$ cat config.mk
export PLATFORM = sky130hd
export DESIGN_NAME = nios2e_seg_scroll_ctrl_flat
export DESIGN_NICKNAME = d
export VERILOG_FILES = /design/src/rtl/nios2e_seg_scroll_ctrl_if.sv /design/src/rtl/nios2e_seg_scroll_ctrl.sv /design/src/flat_wrapper.sv
export SDC_FILE = /design/constraint.sdc
export NUM_CORES = 1
export LEC_CHECK = 0
export ABC_AREA = 1
export BUFFER_PORTS_ARGS = -buffer_cell sky130_fd_sc_hd__buf_4
export CORE_MARGIN = 4
export CORE_UTILIZATION = 45
export CTS_BUF_LIST = sky130_fd_sc_hd__clkbuf_8
export DETAILED_ROUTE_END_ITERATION = 12
export GPL_TIMING_DRIVEN = 0
export PLACE_DENSITY = 0.65
export SLEW_MARGIN = 0
export SYNTH_ARGS = -nofsm -noshare
export SYNTH_HDL_FRONTEND = slang
export SYNTH_SLANG_ARGS = --single-unit
$ cat constraint.sdc
create_clock -name clk -period 2.39 [get_ports clk]
set_input_delay 0.478 -clock clk [delete_from_list [all_inputs] [get_ports clk]]
set_output_delay 0.478 -clock clk [all_outputs]
set_load 0.005 [all_outputs]
$ cat src/rtl/nios2e_seg_scroll_ctrl_if.sv
// Avalon-MM slave bus bundle for the 7-segment scroll controller.
interface nios2e_seg_scroll_ctrl_if;
  logic [2:0]  address;
  logic        chipselect;
  logic        write_n;
  logic [31:0] writedata;
  logic [31:0] readdata;

  modport master (
    output address, chipselect, write_n, writedata,
    input  readdata
  );

  modport slave (
    input  address, chipselect, write_n, writedata,
    output readdata
  );
endinterface

$ cat src/rtl/nios2e_seg_scroll_ctrl.sv
// 4-digit 7-segment driver: direct raw-segment mode or prescaled scrolling of
// hex characters queued by the CPU through a small character FIFO.
module nios2e_seg_scroll_ctrl #(
  parameter int FIFO_DEPTH = 16,
  parameter bit ACTIVE_LOW = 1'b1,
  parameter int PER_W      = 24
) (
  input  logic                   clk,
  input  logic                   reset_n,
  nios2e_seg_scroll_ctrl_if.slave avs,
  output logic [27:0]            out_port
);
  localparam int AW = $clog2(FIFO_DEPTH);
  localparam int CW = AW + 1;
  localparam logic [CW-1:0] DEPTH_C = CW'(FIFO_DEPTH);
  localparam logic [27:0]   ALL_OFF_C = ACTIVE_LOW ? 28'hFFFFFFF : 28'h0000000;

  typedef enum logic [1:0] {
    ST_IDLE = 2'd0,
    ST_RUN  = 2'd1,
    ST_STEP = 2'd2
  } state_t;

  function automatic logic [6:0] seg_decode(input logic [4:0] ch);
    logic [6:0] seg;
    if (ch[4]) begin
      seg = 7'h00;
    end else begin
      case (ch[3:0])
        4'h0: seg = 7'h3F;
        4'h1: seg = 7'h06;
        4'h2: seg = 7'h5B;
        4'h3: seg = 7'h4F;
        4'h4: seg = 7'h66;
        4'h5: seg = 7'h6D;
        4'h6: seg = 7'h7D;
        4'h7: seg = 7'h07;
        4'h8: seg = 7'h7F;
        4'h9: seg = 7'h6F;
        4'hA: seg = 7'h77;
        4'hB: seg = 7'h7C;
        4'hC: seg = 7'h39;
        4'hD: seg = 7'h5E;
        4'hE: seg = 7'h79;
        4'hF: seg = 7'h71;
        default: seg = 7'h00;
      endcase
    end
    return seg;
  endfunction

  state_t            state_r, state_nxt_s;
  logic [3:0]        ctrl_r;
  logic [27:0]       direct_r;
  logic [PER_W-1:0]  period_r, cnt_r;
  logic [4:0]        fifo_mem [FIFO_DEPTH];
  logic [AW-1:0]     rd_ptr_r, wr_ptr_r;
  logic [CW-1:0]     count_r;
  logic              ovf_r, pending_r;
  logic [3:0][6:0]   dig_r;
  logic [27:0]       out_r;

  logic wr_s, clear_s, ctrl_wr_s, dir_wr_s, per_wr_s, push_req_s, stat_wr_s;
  logic active_s, counting_s, tick_s, step_s, pend_set_s;
  logic pop_s, repush_s, pop_nl_s, push_ok_s, ovf_set_s, fifo_we_s;
  logic full_s, empty_s;
  logic [4:0]  head_s, fifo_wd_s;
  logic [27:0] raw_s;
  logic [31:0] status_s;
  logic        unused_s;

  assign wr_s       = avs.chipselect & ~avs.write_n;
  assign ctrl_wr_s  = wr_s & (avs.address == 3'd0);
  assign dir_wr_s   = wr_s & (avs.address == 3'd1);
  assign per_wr_s   = wr_s & (avs.address == 3'd2);
  assign push_req_s = wr_s & (avs.address == 3'd3);
  assign stat_wr_s  = wr_s & (avs.address == 3'd4);
  assign clear_s    = ctrl_wr_s & avs.writedata[4];
  assign unused_s   = &{1'b0, avs.writedata[31:28]};

  assign active_s   = ctrl_r[0] & ctrl_r[1];
  assign counting_s = active_s & ~clear_s & ((state_r == ST_RUN) | (state_r == ST_STEP));
  // A PERIOD write suppresses the tick of that cycle.
  assign tick_s     = counting_s & ~per_wr_s & (cnt_r == {PER_W{1'b0}});

  assign full_s    = (count_r == DEPTH_C);
  assign empty_s   = (count_r == {CW{1'b0}});
  assign head_s    = fifo_mem[rd_ptr_r];
  assign pop_s     = step_s & ~empty_s;
  assign repush_s  = pop_s & ctrl_r[3];
  assign pop_nl_s  = pop_s & ~ctrl_r[3];
  assign push_ok_s = push_req_s & (~full_s | pop_nl_s);
  assign ovf_set_s = push_req_s & ~push_ok_s;
  assign fifo_we_s = push_ok_s | repush_s;
  assign fifo_wd_s = repush_s ? head_s : avs.writedata[4:0];

  // FSM state register
  always_ff @(posedge clk or negedge reset_n) begin
    if (!reset_n) begin
      state_r <= ST_IDLE;
    end else begin
      state_r <= state_nxt_s;
    end
  end

  // FSM next-state logic
  always_comb begin
    state_nxt_s = state_r;
    if (clear_s) begin
      state_nxt_s = active_s ? ST_RUN : ST_IDLE;
    end else if (!active_s) begin
      state_nxt_s = ST_IDLE;
    end else begin
      case (state_r)
        ST_IDLE: state_nxt_s = ST_RUN;
        ST_RUN:  state_nxt_s = tick_s ? ST_STEP : ST_RUN;
        ST_STEP: begin
          if (push_req_s) begin
            state_nxt_s = ST_STEP;
          end else begin
            state_nxt_s = tick_s ? ST_STEP : ST_RUN;
          end
        end
        default: state_nxt_s = ST_IDLE;
      endcase
    end
  end

  // FSM outputs: a CPU push on the step cycle defers the step
  always_comb begin
    step_s     = 1'b0;
    pend_set_s = 1'b0;
    if (!clear_s && active_s && (state_r == ST_STEP)) begin
      if (push_req_s) begin
        pend_set_s = 1'b1;
      end else begin
        step_s = 1'b1;
      end
    end else begin
      step_s     = 1'b0;
      pend_set_s = 1'b0;
    end
  end

  // Prescaler: held at PERIOD outside RUN/STEP, reloads on zero or PERIOD write
  always_ff @(posedge clk or negedge reset_n) begin
    if (!reset_n) begin
      cnt_r <= {PER_W{1'b0}};
    end else if (clear_s || !active_s || (state_r == ST_IDLE)) begin
      cnt_r <= period_r;
    end else if (per_wr_s) begin
      cnt_r <= avs.writedata[PER_W-1:0];
    end else if (cnt_r == {PER_W{1'b0}}) begin
      cnt_r <= period_r;
    end else begin
      cnt_r <= cnt_r - PER_W'(1);
    end
  end

  // CPU-visible configuration and status registers
  always_ff @(posedge clk or negedge reset_n) begin
    if (!reset_n) begin
      ctrl_r    <= 4'h0;
      direct_r  <= 28'h0;
      period_r  <= {PER_W{1'b0}};
      ovf_r     <= 1'b0;
      pending_r <= 1'b0;
    end else begin
      if (ctrl_wr_s) ctrl_r <= avs.writedata[3:0];
      if (dir_wr_s)  direct_r <= avs.writedata[27:0];
      if (per_wr_s)  period_r <= avs.writedata[PER_W-1:0];
      if (ovf_set_s) begin
        ovf_r <= 1'b1;
      end else if (stat_wr_s && avs.writedata[7]) begin
        ovf_r <= 1'b0;
      end
      pending_r <= pend_set_s;
    end
  end

  // FIFO pointers, occupancy and scroll digits
  always_ff @(posedge clk or negedge reset_n) begin
    if (!reset_n) begin
      rd_ptr_r <= {AW{1'b0}};
      wr_ptr_r <= {AW{1'b0}};
      count_r  <= {CW{1'b0}};
      dig_r    <= 28'h0;
    end else if (clear_s) begin
      rd_ptr_r <= {AW{1'b0}};
      wr_ptr_r <= {AW{1'b0}};
      count_r  <= {CW{1'b0}};
      dig_r    <= 28'h0;
    end else begin
      if (pop_s) begin
        rd_ptr_r <= rd_ptr_r + AW'(1);
        dig_r    <= {dig_r[2:0], seg_decode(head_s)};
      end
      if (fifo_we_s) wr_ptr_r <= wr_ptr_r + AW'(1);
      if (push_ok_s && !pop_nl_s) begin
        count_r <= count_r + CW'(1);
      end else if (pop_nl_s && !push_ok_s) begin
        count_r <= count_r - CW'(1);
      end
    end
  end

  // Character storage, no reset needed: occupancy is tracked by the pointers
  always_ff @(posedge clk) begin
    if (fifo_we_s) fifo_mem[wr_ptr_r] <= fifo_wd_s;
  end

  // Display source select
  always_comb begin
    raw_s = 28'h0;
    if (ctrl_r[2]) begin
      raw_s = 28'h0;
    end else if (!ctrl_r[1]) begin
      raw_s = direct_r;
    end else begin
      raw_s = dig_r;
    end
  end

  // Registered segment output, polarity applied last
  always_ff @(posedge clk or negedge reset_n) begin
    if (!reset_n) begin
      out_r <= ALL_OFF_C;
    end else begin
      out_r <= ACTIVE_LOW ? ~raw_s : raw_s;
    end
  end

  assign out_port = out_r;

  // Status word assembly
  always_comb begin
    status_s            = 32'h0;
    status_s[CW-1:0]    = count_r;
    status_s[5]         = empty_s;
    status_s[6]         = full_s;
    status_s[7]         = ovf_r;
    status_s[8]         = pending_r;
  end

  // Zero-wait-state read mux
  always_comb begin
    avs.readdata = 32'h0;
    case (avs.address)
      3'd0:    avs.readdata = {28'h0, ctrl_r};
      3'd1:    avs.readdata = {4'h0, direct_r};
      3'd2:    avs.readdata = 32'(period_r);
      3'd4:    avs.readdata = status_s;
      default: avs.readdata = 32'h0;
    endcase
  end
endmodule

$ cat src/flat_wrapper.sv
// flat-port wrapper written by rule: the top's interface ports become plain ports
module nios2e_seg_scroll_ctrl_flat 
#(
  parameter int FIFO_DEPTH = 16,
  parameter bit ACTIVE_LOW = 1'b1,
  parameter int PER_W      = 24
)
  (clk, reset_n, out_port, avs_address, avs_chipselect, avs_write_n, avs_writedata, avs_readdata);
  nios2e_seg_scroll_ctrl_if avs_i ();
  input  logic clk;
  input  logic reset_n;
  output logic [27:0] out_port;
  input wire logic [$bits(avs_i.address)-1:0] avs_address;
  input wire logic [$bits(avs_i.chipselect)-1:0] avs_chipselect;
  input wire logic [$bits(avs_i.write_n)-1:0] avs_write_n;
  input wire logic [$bits(avs_i.writedata)-1:0] avs_writedata;
  output wire logic [$bits(avs_i.readdata)-1:0] avs_readdata;
  assign avs_i.address = avs_address;
  assign avs_i.chipselect = avs_chipselect;
  assign avs_i.write_n = avs_write_n;
  assign avs_i.writedata = avs_writedata;
  assign avs_readdata = avs_i.readdata;
  nios2e_seg_scroll_ctrl #(.FIFO_DEPTH(FIFO_DEPTH), .ACTIVE_LOW(ACTIVE_LOW), .PER_W(PER_W)) u_core (.clk(clk), .reset_n(reset_n), .avs(avs_i), .out_port(out_port));
endmodule
# Yosys cells after proc, flatten, opt, wreduce, memory -nomap -nowiden
# Memory sizes are Yosys's and may differ from the RTL's.
# Index checks and enable logic that the tools add are counted.
[word_totals] register_bits=153 ram_bits=80 rom_bits=112 input_bits=39 output_inout_bits=60 word_cells=107 mem_count=2
[mem_list] name="(no name shown)" depth=16 width=7 rd=1 rd_ports_with_merged_regs=0 write_ports=0 line="nios2e_seg_scroll_ctrl.sv:29" source="case (ch[3:0])"
[mem_list] name="u_core.fifo_mem" depth=16 width=5 rd=1 rd_ports_with_merged_regs=0 write_ports=1 line="nios2e_seg_scroll_ctrl.sv:56" source="logic [4:0] fifo_mem [FIFO_DEPTH];"
[op_classes] n_addsub=5 n_eq_ne=7 muxes=31 n_bitwise=28 reduce_logical=19
[op_table] operator="$mux 28" count=4
[op_table] operator="$pmux 28 s4" count=1
[op_table] operator="$mux 24" count=3
[op_table] operator="$not 28->28" count=1
[op_table] operator="$logic_not 24->1" count=1
[op_table] operator="$sub 24x1->24 const B" count=1
[op_table] operator="$mux 5" count=4
[op_table] operator="$and 1x1->1" count=17
[op_table] operator="$mux 4" count=4
[op_table] operator="$mux 1" count=9
[op_table] operator="$add 4x1->4 const B" count=2
[op_table] operator="$mux 2" count=4
[op_table] operator="$mux 7" count=1
[op_table] operator="$not 1->1" count=7
[op_table] operator="$eq 3x2->1 const B" count=2
[op_table] operator="$pmux 2 s3" count=1
[op_table] operator="$reduce_bool 2->1" count=3
[op_table] operator="$add 5x1->5 const B" count=1
[op_table] operator="$eq 5x5->1 const B" count=1
[op_table] operator="$logic_and 1x1->1" count=5
[op_table] operator="$logic_not 5->1" count=1
[op_table] operator="$sub 5x1->5 const B" count=1
[op_table] operator="$logic_not 1->1" count=4
[op_table] operator="$eq 3x1->1 const B" count=1
[op_table] operator="8 further kinds" count=11

# Longest topological paths before layout
[depth] depth_word=17 mapped_depth=16 depth_no_buf=16

# Worst setup path after synthesis
# Ideal clock, no wire load.
[synth_timing] kind="input-to-reg" start="in avs_chipselect" end="reg u_core.count_r[4]" setup_ps=128 arrival_ps=2321 required_time_ps=2262 path_slack_ps=-58 cell_stages=16 n_path_buf=0 cell_sequence="inv_1 -> nor2_4 -> nand4_2 -> nand2_1 -> inv_2 -> nand3_4 -> o21ai_4 -> nand2_4 -> inv_1 -> ha_1 -> inv_1 -> fa_1 -> nand3_1 -> nand2_1 -> xnor2_1 -> o22ai_1"
[synth_between] elab_chain_len=14 elab_cells_between_ends=20
[synth_rtl] element="start: declaration" line="flat_wrapper.sv:14" source="input wire logic [$bits(avs_i.chipselect)-1:0] avs_chipselect;"
[synth_rtl] element="$and 1x1->1 *" line="nios2e_seg_scroll_ctrl.sv:72" source="assign wr_s = avs.chipselect & ~avs.write_n;"
[synth_rtl] element="$and 1x1->1" line="nios2e_seg_scroll_ctrl.sv:73" source="assign ctrl_wr_s = wr_s & (avs.address == 3'd0);"
[synth_rtl] element="$and 1x1->1" line="nios2e_seg_scroll_ctrl.sv:78" source="assign clear_s = ctrl_wr_s & avs.writedata[4];"
[synth_rtl] element="$logic_not 1->1" line="nios2e_seg_scroll_ctrl.sv:133" source="if (!clear_s && active_s && (state_r == ST_STEP)) begin"
[synth_rtl] element="$logic_and 1x1->1 (2 in a row)" line="nios2e_seg_scroll_ctrl.sv:133"
[synth_rtl] element="$mux 1" line="nios2e_seg_scroll_ctrl.sv:133"
[synth_rtl] element="$and 1x1->1" line="nios2e_seg_scroll_ctrl.sv:89" source="assign pop_s = step_s & ~empty_s;"
[synth_rtl] element="$and 1x1->1" line="nios2e_seg_scroll_ctrl.sv:91" source="assign pop_nl_s = pop_s & ~ctrl_r[3];"
[synth_rtl] element="$or 1x1->1" line="nios2e_seg_scroll_ctrl.sv:92" source="assign push_ok_s = push_req_s & (~full_s | pop_nl_s);"
[synth_rtl] element="$and 1x1->1" line="nios2e_seg_scroll_ctrl.sv:92"
[synth_rtl] element="$logic_and 1x1->1 or $logic_not 1->1 (tied branches)" line="nios2e_seg_scroll_ctrl.sv:199, nios2e_seg_scroll_ctrl.sv:201"
[synth_rtl] element="$mux 5 or $logic_and 1x1->1 (tied branches)" line="nios2e_seg_scroll_ctrl.sv:199, nios2e_seg_scroll_ctrl.sv:201"
[synth_rtl] element="$mux 5 or $reduce_bool 3->1 (tied branches)"
[synth_rtl] element="end signal: assignment" line="nios2e_seg_scroll_ctrl.sv:191" source="count_r <= {CW{1'b0}};"
[synth_rtl] element="end signal: assignment" line="nios2e_seg_scroll_ctrl.sv:200" source="count_r <= count_r + CW'(1);"
[synth_rtl] element="end signal: assignment" line="nios2e_seg_scroll_ctrl.sv:202" source="count_r <= count_r - CW'(1);"
[synth_rtl] element="end: declaration" line="nios2e_seg_scroll_ctrl.sv:58" source="logic [CW-1:0] count_r;"
# Every way passes the cells marked *; elsewhere a longest branch is shown, timed or not.
# A chain may end at the register's enable or synchronous reset.

# Final worst setup path
[layout_timing] start="in avs_address[2]" end="out avs_readdata[11]"
[layout_between] elab_chain_len=2 elab_cells_between_ends=5
[layout_rtl] element="start: declaration" line="flat_wrapper.sv:13" source="input wire logic [$bits(avs_i.address)-1:0] avs_address;"
[layout_rtl] element="$eq 3x3->1 (tied with other cells)" line="nios2e_seg_scroll_ctrl.sv:248" source="case (avs.address)"
[layout_rtl] element="$pmux 28 s4 *" line="nios2e_seg_scroll_ctrl.sv:248"
[layout_rtl] element="end: declaration" line="flat_wrapper.sv:17" source="output wire logic [$bits(avs_i.readdata)-1:0] avs_readdata;"
# Marked as above.

==> key figures <==
Placement
  – Port Buf Inserts: 90
  – Post-DP Area: 0.01231 sq mm
  – Placed cells: 1613
  – GPL Wtd Cong: 0.9248
  – Dpl ws: -0.9047 ns
  – DP HPWL: 22.93 mm

Timing
  – RSZ-0062 raised after global routing: true
  – Final Skew: 0.03579 ns
  – Slew headroom: 56.68%
  – Fmax: 431.8 MHz
  – Max Slew Vio Count: 0
  – Final Hold Fails: 0
  – Final Critical Period: 2.316 ns
  – Setup tns final: 0 ns
  – Setup WS post-layout: 0.07396 ns
  – Final setup violation count: 0
  – Final period util: 96.91%
  – Worst-margin pin slew: 0.6497 ns

Outcome
  – Status: completed

Logic synthesis
  – Top cells by count, synth: 223 x nand2_1, 137 x inv_1, 129 x o21ai_0
  – Mapped Cells: 1193
  – Top_reg_cell synth: dfrtp_1
  – Area leader, netlist: dfrtp_1
  – Ys Warns: 0
  – FFs w/ async S/R, synth: 65.67%
  – Number of synthesized flops with an enable pin: 80
  – Register area share after synthesis: 56.31%
  – Distinct cells, synth: 53
  – Synth top area share: 28.11%
  – Most common cell in the netlist: nand2_1
  – Top cells by area, synth: dfrtp_1 28%, edfxtp_1 22%, nand2_1 7.5%, dfstp_2 6.6%, o21ai_0 5.8%
  – Avg Inst Size Synth: 9.327 sq um
  – Synthesis-stage register bit count: 233
  – Mapped cell area: 0.01113 sq mm

Global route
  – Initial antenna violation count: 0
  – Vias in the first global route: 8744
  – Total Routing Usage GR: 22.60%
  – First-pass GRT wire length: 47.75 mm
  – GRT overflow: 0
  – Pin count of the biggest net entering global routing: 87

CTS
  – CTS Root Cell: clkbuf_8
  – Clock sink total: 233
  – CTS buffer count: 40
  – CTS H-tree depth: 2
  – CTS tree: done
  – Clock buffer depth: 3
  – Clk Latency, worst-skew pair: 0.54 ns
  – Clock slew at reported path FFs: 0.06 ns

Cells and area
  – FF/Latch Area: 0.006270 sq mm
  – Finished Layout Cells: 1704
  – Design Area, Final: 0.01346 sq mm
  – Nets: 1408
  – Footprint of the multi-input gates: 0.004200 sq mm
  – N_diodes: 0
  – Layout Area Growth over Synthesis: 20.96%
  – Share of layout cells above drive strength 1: 21.59%
  – Layout fillers: 2193

Power and ir drop
  – P_int: 8.141 mW
  – Clock power share: 31.9%
  – P_leak: 6.048 nW
  – Switching power: 3.682 mW
  – PD cells: 878.4 mW/mm^2
  – Final Power: 11.82 mW
  – Seq pwr share: 44.5%
  – Comb pwr share: 23.6%
  – Max IR drop VDD: 0.0007338 V
  – Sw frac: 31.14%

Floorplanning
  – Initial core utilization: 45.75%
  – I/O pins: 99
  – Core Box Area: 0.02432 sq mm
  – Die height: 165.2 microns
  – Rows: 57
  – Chip width: 165.2 microns
  – Die area: 0.02731 sq mm

Detailed routing
  – # DRC: 0
  – Detail Route Antenna Nets: 0
  – First-pass detailed-route iteration total: 5
  – 1st-iter DRT viols: 763
  – Vias: 9064
  – Routed vias/inst: 5.319
  – WL per Instance: 18.49 microns
  – Routed Wire Length: 31.51 mm

Worst setup path
  – Worst-path fanout max: 10
  – Worst setup EP type: primary output
  – Critical Path RT: 1.91 ns
  – CP Class: in -> out
  – Critical path arrival: 1.84 ns
  – Setup crit start kind: input pin

Worst hold path
  – Hold/Removal Path Class: in -> reg

Flow run
  – MaxCap Viol Count: 0
==> timing repair <==
| action | 4_1_cts | 5_1_grt |
|---|---|---|
| gates resized for setup | 21 | 21 |
| pin swaps | 5 | 5 |
| endpoints found under the hold margin | 54 | 0 |
| hold buffers | 1 | 0 |
| buffers inserted | 9 | 8 |
| setup endpoints to repair | 92 | 35 |
==> final cells by class <==
class | instances | share of cell area, %
flip-flops and latches | 233 | 46.58
multi-input cells | 765 | 31.21
repair buffers | 111 | 6.665
plain buffers | 49 | 2.101
well taps | 324 | 3.012
clock buffers | 47 | 4.806
inverters | 148 | 4.183
clock inverters | 27 | 1.441
==> final timing paths <==
check / slack, ns / cells past startpoint / from / endpoint
setup / recovery: 0.07 / 6 / avs_address[2] / avs_readdata[11]
hold / removal: 0.20 / 3 / avs_writedata[20] / u_core.period_r[20]
setup reg to reg: 0.14 / 11 / u_core.count_r[2] / u_core.fifo_mem[7][0]
hold reg to reg: 0.42 / 1 / u_core.direct_r[24] / u_core.out_port[24]
max in group asynchronous: 0.97 / 3 / reset_n / u_core.count_r[0]
min in group asynchronous: 0.51 / 2 / reset_n / u_core.dig_r[2]
==> registers in the layout (all words and copies together), names as in the netlist <==
register,flops
u_core.count_r,5
u_core.rd_ptr_r,4
u_core.dig_r,28
u_core.period_r,24
u_core.pending_r,1
u_core.cnt_r,24
u_core.state_r,2
u_core.out_port,28
u_core.ctrl_r,4
u_core.direct_r,28
u_core.fifo_mem,80
u_core.wr_ptr_r,4
u_core.ovf_r,1
==> layout by cell type, fill, tap and decap left out, types with 6 or more instances in the layout <==
master / instances
buf_2: 10
nor2_1: 110
dfrtp_1: 122
o211ai_1: 9
o21ai_1: 17
inv_1: 146
buf_4: 113
ha_1: 16
buf_6: 8
edfxtp_1: 80
xor2_1: 12
nand4_1: 9
nand2_1: 222
nand2_2: 6
o22ai_1: 27
inv_2: 11
nand2_4: 6
clkbuf_1: 22
nand3_1: 51
xnor2_1: 9
o22ai_2: 6
a21oi_1: 72
dfstp_2: 28
o21ai_0: 121
clkbuf_8: 47
o21ai_2: 9
==> routing by layer <==
metal,global-route usage [%],up-vias,part of all wire [%]
met5,0,-,0
li1,-,4284,-
met1,30.95,4382,43
met3,3.971,58,7.4
met4,7.372,0,2.3
met2,36.71,340,48
==> worst max-delay path, stage by stage <==
cell,delay [ns]
buf_4,0.14
inv_2,0.14
nand3_2,0.21
clkbuf_1,0.31
o21ai_0,0.37
buf_4,0.18
==> cells by family after synthesis <==
logic type / Yosys count / synth area share, %
AND/OR/NAND/NOR: 428 / 17.11
AO/OA/AOI/OAI: 283 / 14.25
flip-flops: 233 / 56.31
buffers and inverters: 198 / 7.399
adder cells (fa/ha/maj): 21 / 2.429
XOR/XNOR: 21 / 1.653
multiplexers: 8 / 0.8096
other: 1 / 0.03370
==> power groups by stage <==
stage | Sequential [mW] | Clock, mW | Combinational (mW)
floorplan | 5.23 | 0 | 1.65
global placement | 5.34 | 0 | 2.55
detailed placement | 5.35 | 0 | 2.60
CTS | 5.26 | 3.82 | 2.68
global route | 5.33 | 4.00 | 3.13
finish | 5.27 | 3.77 | 2.79
==> metrics by stage <==
stage          hold WS [ns]  utilization, %
2_1_floorplan        0.1824               -
3_3_place_gp         0.4056           50.40
3_5_place_dp         0.4147           50.61
4_1_cts              0.1808           54.79
5_1_grt              0.1811           55.34
6_report             0.1980           55.34
No activity file was read; power rests on OpenSTA's default activity.
